<file path="src/rtl/mac_sequencer.sv">
// mac_sequencer: multi-cycle MUL/MLA controller. Consumes STEP_W multiplier
// bits per MULT cycle, LSB first, and stops early once the remaining
// multiplier bits are all zero. Result and NZCV are returned with a
// start/busy/done handshake.
module mac_sequencer #(
    parameter int unsigned DATA_W = 32,
    parameter int unsigned STEP_W = 8
) (
    input  logic              clk,
    input  logic              reset,
    input  logic              start,
    input  logic              accumulate,
    input  logic [DATA_W-1:0] rm,
    input  logic [DATA_W-1:0] rs,
    input  logic [DATA_W-1:0] rn,
    output logic              ready,
    output logic              busy,
    output logic              done,
    output logic [DATA_W-1:0] result,
    output logic [3:0]        nzcv,
    output logic [2:0]        cycles
);

    localparam int unsigned STEPS  = DATA_W / STEP_W;
    localparam int unsigned PROD_W = DATA_W + STEP_W;
    localparam logic [2:0]  K_LAST = 3'(STEPS - 1);

    localparam logic [1:0] S_IDLE = 2'd0;
    localparam logic [1:0] S_MULT = 2'd1;
    localparam logic [1:0] S_DONE = 2'd2;

    logic [1:0]        r_state;
    logic [1:0]        w_state_next;

    logic [DATA_W-1:0] r_mcand;
    logic [DATA_W-1:0] r_mplier;
    logic [DATA_W-1:0] r_acc;
    logic [2:0]        r_k;

    logic              r_ready;
    logic              r_busy;
    logic              r_done;
    logic [DATA_W-1:0] r_result;
    logic [3:0]        r_nzcv;
    logic [2:0]        r_cycles;

    logic [PROD_W-1:0] w_prod;
    logic [DATA_W-1:0] w_term;
    logic [DATA_W-1:0] w_acc_next;
    logic [DATA_W-1:0] w_mplier_shift;
    logic              w_mult_last;

    // Partial product kept DATA_W+STEP_W wide, then aligned to step k and truncated
    always_comb begin
        w_prod         = PROD_W'(r_mcand) * PROD_W'(r_mplier[STEP_W-1:0]);
        w_term         = DATA_W'(w_prod << (STEP_W * r_k));
        w_acc_next     = r_acc + w_term;
        w_mplier_shift = r_mplier >> STEP_W;
        w_mult_last    = (w_mplier_shift == '0) || (r_k == K_LAST);
    end

    // State register
    always_ff @(posedge clk) begin
        if (reset) begin
            r_state <= S_IDLE;
        end else begin
            r_state <= w_state_next;
        end
    end

    // Next-state logic
    always_comb begin
        w_state_next = r_state;
        case (r_state)
            S_IDLE:  if (start) w_state_next = S_MULT;
            S_MULT:  if (w_mult_last) w_state_next = S_DONE;
            S_DONE:  w_state_next = S_IDLE;
            default: w_state_next = S_IDLE;
        endcase
    end

    // Operand capture and shift-add iteration
    always_ff @(posedge clk) begin
        if (reset) begin
            r_mcand  <= '0;
            r_mplier <= '0;
            r_acc    <= '0;
            r_k      <= '0;
        end else begin
            case (r_state)
                S_IDLE: begin
                    if (start) begin
                        r_mcand  <= rm;
                        r_mplier <= rs;
                        r_acc    <= accumulate ? rn : '0;
                        r_k      <= '0;
                    end
                end
                S_MULT: begin
                    r_acc    <= w_acc_next;
                    r_mplier <= w_mplier_shift;
                    r_k      <= 3'(r_k + 3'd1);
                end
                default: ;
            endcase
        end
    end

    // Registered handshake and result; result/nzcv/cycles load on entry to DONE
    always_ff @(posedge clk) begin
        if (reset) begin
            r_ready  <= 1'b1;
            r_busy   <= 1'b0;
            r_done   <= 1'b0;
            r_result <= '0;
            r_nzcv   <= 4'b0000;
            r_cycles <= '0;
        end else begin
            r_ready <= (w_state_next == S_IDLE);
            r_busy  <= (w_state_next != S_IDLE);
            r_done  <= (r_state == S_MULT) && w_mult_last;
            if ((r_state == S_MULT) && w_mult_last) begin
                r_result <= w_acc_next;
                r_nzcv   <= {w_acc_next[DATA_W-1], (w_acc_next == '0), 2'b00};
                r_cycles <= 3'(r_k + 3'd1);
            end
        end
    end

    assign ready  = r_ready;
    assign busy   = r_busy;
    assign done   = r_done;
    assign result = r_result;
    assign nzcv   = r_nzcv;
    assign cycles = r_cycles;

endmodule

</file>
<file path="config.mk">
export PLATFORM = sky130hd
export DESIGN_NAME = mac_sequencer
export DESIGN_NICKNAME = d
export VERILOG_FILES = /design/src/rtl/mac_sequencer.sv
export SDC_FILE = /design/constraint.sdc
export NUM_CORES = 1
export LEC_CHECK = 0
export CAP_MARGIN = 20
export CORE_UTILIZATION = 54
export DETAILED_ROUTE_END_ITERATION = 16
export PLACE_DENSITY = 0.76
export SLEW_MARGIN = 20
export SYNTH_ARGS = -nofsm -noshare
export SYNTH_HDL_FRONTEND = slang
export SYNTH_SLANG_ARGS = --single-unit
</file>
<file path="constraint.sdc">
create_clock -name clk -period 7 [get_ports clk]
set_input_delay 1.05 -clock clk [delete_from_list [all_inputs] [get_ports clk]]
set_output_delay 1.05 -clock clk [all_outputs]
set_load 0.02 [all_outputs]
</file>
==> impl_metrics.json <==
{
  "ant_nets": 0,
  "n_fill_cell": 1884,
  "fin_skew_ps": 15.4,
  "synth_edf_count": 0,
  "pin_count": 142,
  "fp.dieArea_um2": 27200,
  "route.vias.total": 14286,
  "die_h_um": 165,
  "die_x_um": 165,
  "cts-buffers-inserted": 17,
  "r2r_setup_slack_ps": -580,
  "grt_overflow": 0,
  "drc": 0,
  "yosysTopAreaCellShare": 0.219,
  "netlist_instances": 1767,
  "report.final.hold_viol_count": 0,
  "cp.required_ps": 7380,
  "gp_congestion": 1.02,
  "layout.cells.most_common_list": "nand2_1 (263), buf_4 (220), and2_1 (166)",
  "leakagePower_nw": 8.59,
  "synth.yosys.seq_area_share": 0.195,
  "initial_core_util": 0.550,
  "ir_drop_mv": 0.140,
  "coreArea_um2": 26100,
  "synth_flop_cell": "dfxtp_1",
  "place_ws_ps": -1310,
  "grtUsageTotal": 0.353,
  "cts_hold_buf": 0,
  "wirelength_mm": 48.3,
  "wl_per_cell_um": 20.0,
  "grt_max_degree": 72,
  "tritoncts": "yes",
  "drive_above_1_share": 0.208,
  "setup_viol": 19,
  "ys_ff_latch": 140,
  "synthesis.area_um2": 14300,
  "maxSlewViolCount": 0,
  "max_freq_mhz": 132,
  "cts_buffer_depth": 2,
  "synth-warning-count": 0,
  "grt_pass1_vias": 14112,
  "critical_path_class": "flip-flop to flip-flop",
  "layout_commonest_cell": "nand2_1",
  "max_stage_delay_ps": 560,
  "num_antenna_cells": 0,
  "run_status": "finished with violations",
  "crit_path_frequent_cell": "fa_1",
  "yosysTopAreaCell": "fa_1",
  "synth.top_cells.by_area": "fa_1 (22%), dfxtp_1 (20%), and2_1 (7.6%)",
  "placementRows": 59,
  "clock_latency_ps": 450,
  "slowest_stage": "fa_1",
  "hold_class": "flip-flop to flip-flop",
  "syn_avg_cell_area_um2": 8.12,
  "slew_headroom": 0.346,
  "place_hpwl_mm": 34.6,
  "vias_per_cell": 5.93,
  "clk_root_buffer_cell": "clkbuf_16",
  "ys_types": 80,
  "maxCapViolations": 0,
  "fin_crit_ps": 7580,
  "critPathArrivalTime_ps": 7960,
  "path_clk_slew_ps": 70,
  "grt_pass1_wl_mm": 73.8,
  "drt-pass1-iter-count": 6,
  "pwr_density_cell_nw_per_um2": 168,
  "h-tree-depth": 4,
  "critPathCaptureType": "flip-flop",
  "nets": 2390,
  "worstMarginPinSlew_ps": 975,
  "power.total_w": 0.00321,
  "setup_ws_ps": -585,
  "rsz0062_at_grt": "yes",
  "drt_iter0_drc": 1156,
  "critPathMaxFanout": 6,
  "synthToLayoutAreaGrowth_pct": 33.2,
  "violations": "negative setup slack",
  "synthArstFlopShare": 0,
  "antenna_found_initial": 1,
  "crit_path_start_kind": "flip-flop",
  "cts_sinks": 140,
  "port-buffer-count": 139,
  "fin_crit_sh": 1.08
}
metal layers:
metal	part of all wire	GRT usage	vias up
li1	-	-	6471
met1	0.40	0.444	6933
met2	0.48	0.576	718
met3	0.086	0.0879	162
met4	0.039	0.147	2
met5	0.00023	0	-
what timing repair did:
action | CTS | global route
gates resized for setup | 114 | 77
cloned | 1 | 0
endpoints found under the hold margin | 0 | 0
endpoints found under the setup margin | 24 | 37
buffers inserted | 13 | 12
pin swaps | 65 | 44
registers in the layout (all words and copies together), names as in the netlist:
| name | cells |
|---|---|
| busy | 1 |
| cycles | 3 |
| done | 1 |
| nzcv | 1 |
| r_acc | 32 |
| r_k | 3 |
| r_mcand | 32 |
| r_mplier | 32 |
| r_state | 2 |
| ready | 1 |
| result | 32 |
worst max-delay path, delay by kind of cell, from the launching register on:
family                   cells  cell delay [ps]
buffers and inverters        4              440
AO/OA/AOI/OAI               10             2570
adder cells (fa/ha/maj)      6             2500
flip-flops                   1              370
AND/OR/NAND/NOR              9             1370
XOR/XNOR                     1              110
multiplexers                 1              140
metrics by stage:
stage                      util  cells  setup TNS, ps  instance area [um^2]  hold WS, ps
after global placement    0.673   2352         -15500                 17500          437
final                     0.733   2408          -6380                 19100          451
after global routing      0.733   2408         -10030                 19100          470
after detailed placement  0.673   2352         -12360                 17500          445
after floorplan               -   1768              0                 14400          428
after CTS                 0.717   2398          -3260                 18700          452
kinds of logic (layout without fill, tap and decap cells):
| group | count (synthesis) | count (layout) | synth area share |
|---|---|---|---|
| fa+ha+maj | 230 | 230 | 0.283 |
| compound gates | 367 | 367 | 0.174 |
| simple gates | 694 | 694 | 0.234 |
| mux | 9 | 9 | 0.00637 |
| flops | 140 | 140 | 0.195 |
| other cells | 1 | 2 | 0.000261 |
| buf+inv | 271 | 576 | 0.0718 |
| xor+xnor | 55 | 55 | 0.0355 |
synth_stat cells, types with 9 or more instances:
library cell,instances
a31oi_1,16
a21oi_1,114
nand3_1,24
fa_1,157
clkbuf_1,95
xor2_1,20
nand2_1,267
dfxtp_1,140
nand4_1,9
and3_1,26
ha_1,73
xnor2_1,33
a22o_1,20
o21ai_0,54
inv_1,164
a311oi_1,32
a211oi_1,22
nor3_1,16
a21o_1,25
nand2b_1,11
nor2_1,128
and2_1,174
layout make-up:
cell class              instances  area (um^2)  share of cell area
clock inverters                14          124             0.00648
repair buffers                380         3350               0.175
multi-input cells            1357        11300               0.593
flip-flops and latches        140         2830               0.148
inverters                     164          616              0.0322
well taps                     335          419              0.0219
clock buffers                  18          429              0.0225
where the power goes:
part	internal [W]	switching, W	total (W)
Clock	0.000467	0.000452	0.000919
Combinational	0.000648	0.000741	0.00139
Sequential	0.000843	0.0000560	0.000899
Total	0.00196	0.00125	0.00321
final timing paths:
kind                    start   endpoint  depth (start not counted)
setup / recovery  r_mplier[2]    nzcv[2]                         31
hold / removal      r_acc[31]  r_acc[31]                          2
setup reg to reg  r_mplier[2]    nzcv[2]                         31
hold reg to reg     r_acc[31]  r_acc[31]                          2
(Power assumes the default switching activity.)
